--- src/rtl/mic_spi_scheduler.sv ---
// ============================================================================
// Module   : mic_spi_scheduler
// Brief    : Round-robin arbiter that hands 4 microphone channel words to a
//            parallel-to-serial SPI stage. Optional macro P2S_WATCHDOG_EN
//            enables a busy-handshake watchdog with a sticky error flag.
// Revision : 1.0
// ============================================================================
`timescale 1ns/1ps
`default_nettype none

module mic_spi_scheduler #(
    parameter int DW           = 12,
    parameter int BUSY_TIMEOUT = 255
) (
    input  logic            clkin,
    input  logic            rst_bar,
    input  logic            en,
    input  logic [3:0]      req,
    input  logic [4*DW-1:0] ch_data,
    output logic [3:0]      ack,
    input  logic            ser_busy,
    output logic            ser_load,
    output logic [DW-1:0]   ser_word,
    output logic [1:0]      ser_ch,
    output logic            wd_err
);

    typedef enum logic [2:0] {
        IDLE      = 3'd0,
        GRANT     = 3'd1,
        LOAD      = 3'd2,
        WAIT_BUSY = 3'd3,
        WAIT_DONE = 3'd4
    } state_t;

    state_t     state;
    logic [1:0] grant_ch;
    logic [1:0] last_ch;
    logic [1:0] next_ch;
    logic       wd_hit;

    // Round-robin search starting one past the last served channel.
    always_comb begin
        logic       found;
        logic [1:0] idx;
        next_ch = last_ch;
        found   = 1'b0;
        idx     = 2'd0;
        for (int i = 1; i <= 4; i++) begin
            idx = last_ch + 2'(i);
            if (!found && req[idx]) begin
                next_ch = idx;
                found   = 1'b1;
            end
        end
    end

`ifdef P2S_WATCHDOG_EN
    logic [7:0] wd_cnt;

    assign wd_hit = (state == WAIT_BUSY || state == WAIT_DONE) &&
                    (wd_cnt == 8'(BUSY_TIMEOUT));

    always_ff @(posedge clkin or negedge rst_bar) begin
        if (!rst_bar) begin
            wd_cnt <= 8'd0;
            wd_err <= 1'b0;
        end else if (state == WAIT_BUSY || state == WAIT_DONE) begin
            if (wd_hit) begin
                wd_cnt <= 8'd0;
                wd_err <= 1'b1;
            end else begin
                wd_cnt <= wd_cnt + 8'd1;
            end
        end else begin
            wd_cnt <= 8'd0;
        end
    end
`else
    assign wd_hit = 1'b0;
    assign wd_err = 1'b0;
`endif

    always_ff @(posedge clkin or negedge rst_bar) begin
        if (!rst_bar) begin
            state    <= IDLE;
            ack      <= 4'd0;
            ser_load <= 1'b0;
            ser_word <= '0;
            ser_ch   <= 2'd0;
            grant_ch <= 2'd0;
            last_ch  <= 2'd3;
        end else begin
            case (state)
                IDLE: begin
                    if (en && (req != 4'd0)) begin
                        grant_ch <= next_ch;
                        ack      <= 4'b0001 << next_ch;
                        state    <= GRANT;
                    end
                end
                GRANT: begin
                    ack      <= 4'd0;
                    ser_word <= ch_data[grant_ch*DW +: DW];
                    ser_ch   <= grant_ch;
                    ser_load <= 1'b1;
                    state    <= LOAD;
                end
                LOAD: begin
                    ser_load <= 1'b0;
                    state    <= WAIT_BUSY;
                end
                WAIT_BUSY: begin
                    if (wd_hit) begin
                        last_ch <= grant_ch;
                        state   <= IDLE;
                    end else if (ser_busy) begin
                        state <= WAIT_DONE;
                    end
                end
                WAIT_DONE: begin
                    if (wd_hit || !ser_busy) begin
                        last_ch <= grant_ch;
                        state   <= IDLE;
                    end
                end
                default: begin
                    ack      <= 4'd0;
                    ser_load <= 1'b0;
                    state    <= IDLE;
                end
            endcase
        end
    end

endmodule

`default_nettype wire

--- config.mk ---
export PLATFORM = sky130hd
export DESIGN_NAME = mic_spi_scheduler
export DESIGN_NICKNAME = d
export VERILOG_FILES = /design/src/rtl/mic_spi_scheduler.sv
export SDC_FILE = /design/constraint.sdc
export NUM_CORES = 1
export LEC_CHECK = 0
export BUFFER_PORTS_ARGS = -buffer_cell sky130_fd_sc_hd__clkbuf_2
export CAP_MARGIN = 20
export CORE_MARGIN = 4
export CORE_UTILIZATION = 25
export CTS_CLUSTER_SIZE = 10
export DETAILED_ROUTE_END_ITERATION = 12
export PLACE_DENSITY = 0.57
export SYNTH_ARGS = -nofsm -noshare
export SYNTH_HDL_FRONTEND = slang
export SYNTH_SLANG_ARGS = --single-unit
export TNS_END_PERCENT = 50
--- constraint.sdc ---
create_clock -name clkin -period 2.76 [get_ports clkin]
set_input_delay 0.276 -clock clkin [delete_from_list [all_inputs] [get_ports clkin]]
set_output_delay 0.276 -clock clkin [all_outputs]
set_load 0.1 [all_outputs]
==> results.sh <==
export IMPL_hold_buffers=0
export IMPL_insertion_delay_ns=0.27
export IMPL_row_count=28
export IMPL_place_congestion=0.742
export IMPL_cp_slowest_cell="dfrtp_1"
export IMPL_start_kind="register"
export IMPL_numClockSinks=26
export IMPL_routed_via_density=4.63
export IMPL_dieArea_mm2=0.00751
export IMPL_postRouteAntennaNets=0
export IMPL_die_x_um=86.7
export IMPL_clockBufferDepth=2
export IMPL_synth_edf_count=0
export IMPL_skew_ns=0.00205
export IMPL_postLayoutCellArea_mm2=0.00202
export IMPL_hold_viol=0
export IMPL_synthCells=111
export IMPL_wl_per_cell_um=13.9
export IMPL_report_final_slew_viol_count=0
export IMPL_drv_cap=0
export IMPL_max_freq_ghz=0.537
export IMPL_status="finished, final reports clean"
export IMPL_fp_dieH_um=86.7
export IMPL_cts_buffers=3
export IMPL_htree_levels=1
export IMPL_yosys_top_cells_area="dfrtp_1 (39%), mux4_2 (10%), mux4_1 (8.5%)"
export IMPL_async_flop_share_pct=100
export IMPL_yosys_warnings=0
export IMPL_drive_above_1_share_pct=59.9
export IMPL_path_buf_inv=0
export IMPL_grt_pass1_wl_um=5700
export IMPL_layout_setup_ws_ns=0.897
export IMPL_tightest_slew_ns=0.760
export IMPL_slew_headroom_pct=49.3
export IMPL_cpLargestDelayFamily="multiplexers"
export IMPL_fin_setup_tns_ns=0
export IMPL_grt_pass1_vias=1250
export IMPL_cp_end_kind="register"
export IMPL_netlist_area_mm2=0.00155
export IMPL_cts_root_buffer="clkbuf_8"
export IMPL_antenna_cells=0
export IMPL_firstDrtPassIters=4
export IMPL_cp_slowest_stage_delay_ns=0.85
export IMPL_synth_top_area_cell="dfrtp_1"
export IMPL_synth_seq_area_share_pct=42.2
export IMPL_critical_path_class="reg2reg"
export IMPL_ios=76
export IMPL_drt_total_wl_um=3570
export IMPL_timing_final_crit_share_pct=67.5
export IMPL_ys_flop_type="dfrtp_1"
export IMPL_worstPathMaxFanout=15
export IMPL_drtIter0Drc=36
export IMPL_setup_viol=0
export IMPL_areaGrowthSynthToFinish_pct=30.4
export IMPL_clkSlewWorstSetupHoldPaths_ns=0.09
export IMPL_antenna_found_initial=0
export IMPL_hp_class="in2async"
export IMPL_cts_tree="yes"
export IMPL_synth_nets=167
export IMPL_grt_overflow=0
export IMPL_nets=239
export IMPL_hpwl_um=2860
export IMPL_ys_types=33
export IMPL_grt_max_degree=27
export IMPL_cp_required_ns=2.92
export IMPL_rsz0062_at_grt="no"
export IMPL_ys_seq_elements=26
export IMPL_synth_commonest_cells="dfrtp_1 (24), mux2_2 (9), mux2_4 (7), mux4_2 (7), nand2_1 (6)"
export IMPL_avgSynthCellArea_um2=13.9
export IMPL_path_cells="mux4_1, mux2_2"
export IMPL_postCtsResizedCells=0
export IMPL_io_buffer_count=74
export IMPL_start_util_pct=26.0
export IMPL_min_period_ns=1.86
export IMPL_core_mm2=0.00596
export IMPL_yosysMostFrequentCell="dfrtp_1"
export IMPL_cts_setup_buffers=0
export IMPL_synth_top_area_share_pct=38.8
export IMPL_grt_total_usage_pct=9.44
export IMPL_dpl_instance_area_mm2=0.00195
export IMPL_drc=0
export IMPL_vias=1191
export IMPL_post_place_ws_ns=0.847
export IMPL_worstPathArrival_ns=2.02
[sequential cells by signal, indices dropped and copies added, names as in the netlist]
name,flops
ser_ch,2
ser_word,12
grant_ch,2
ser_load,1
state,3
ack,4
last_ch,2
[layout make-up]
class,instances,area (um^2)
Clock buffer,3,41.3
Clock inverter,1,30.0
Fill cell,603,3940
Inverter,3,11.3
Multi-Input combinational cell,74,811
Sequential cell,26,653
Tap cell,75,93.8
Timing Repair Buffer,75,378
[placed cells by master, fill, tap and decap left out, drive strengths merged]
| cell | Yosys | final |
|---|---|---|
| a211o | 1 | 1 |
| a211oi | 1 | 1 |
| a21oi | 3 | 3 |
| a22o | 2 | 2 |
| a22oi | 1 | 1 |
| a32o | 1 | 1 |
| and2 | 1 | 1 |
| and3 | 2 | 2 |
| buf | 6 | 1 |
| bufinv | 0 | 1 |
| clkbuf | 2 | 77 |
| conb | 1 | 1 |
| dfrtp | 24 | 24 |
| dfstp | 2 | 2 |
| inv | 3 | 3 |
| mux2 | 16 | 16 |
| mux2i | 1 | 1 |
| mux4 | 12 | 12 |
| nand2 | 6 | 6 |
| nand2b | 5 | 5 |
| nor2 | 5 | 5 |
| nor3 | 4 | 4 |
| nor4 | 2 | 2 |
| o21ai | 4 | 4 |
| o311ai | 1 | 1 |
| o31ai | 2 | 2 |
| o41a | 1 | 1 |
| or2 | 1 | 1 |
| or3b | 1 | 1 |
[metal layers]
metal,part of all wire [%],vias up,GRT usage (%)
met1,42,557,11.5
li1,-,563,-
met2,42,66,15.6
met3,14,5,3.42
met4,1.2,0,2.97
met5,0,-,0
[worst paths after layout]
kind	start	end	slack, ns	cells past startpoint
worst min-delay path	rst_bar	ser_word[2]	0.02	1
worst max-delay path	grant_ch[0]	ser_word[1]	0.90	2
worst min register to register	ack[1]	ack[1]	0.49	2
max in group asynchronous	rst_bar	ser_word[8]	2.32	1
min in group clkin	ser_busy	state[2]	0.29	2
worst max register to register	grant_ch[0]	ser_word[1]	0.90	2
[kinds of logic (layout without fill, tap and decap cells)]
group | after synthesis | after routing | synth area share (%)
AO/OA/AOI/OAI | 17 | 17 | 8.97
buffers and inverters | 11 | 82 | 5.42
flip-flops | 26 | 26 | 42.2
multiplexers | 29 | 29 | 32.7
other | 1 | 1 | 0.242
AND/OR/NAND/NOR | 27 | 27 | 10.5
[stage by stage]
stage / instances / hold slack (ns) / util [%]
4_1_cts: 257 / 0.0469 / 33.9
5_1_grt: 257 / 0.0710 / 33.9
3_5_place_dp: 253 / 0.347 / 32.7
2_1_floorplan: 111 / -0.0196 / -
3_3_place_gp: 253 / 0.339 / 32.7
6_report: 257 / 0.0152 / 33.9
[worst reg2reg max path, stage by stage (launching register included)]
cell	delay [ns]
dfrtp_1	0.85
mux4_1	0.63
mux2_2	0.28
Power is not shown: default switching activity piles up to over one toggle a cycle in this logic, so the estimate is an artifact.
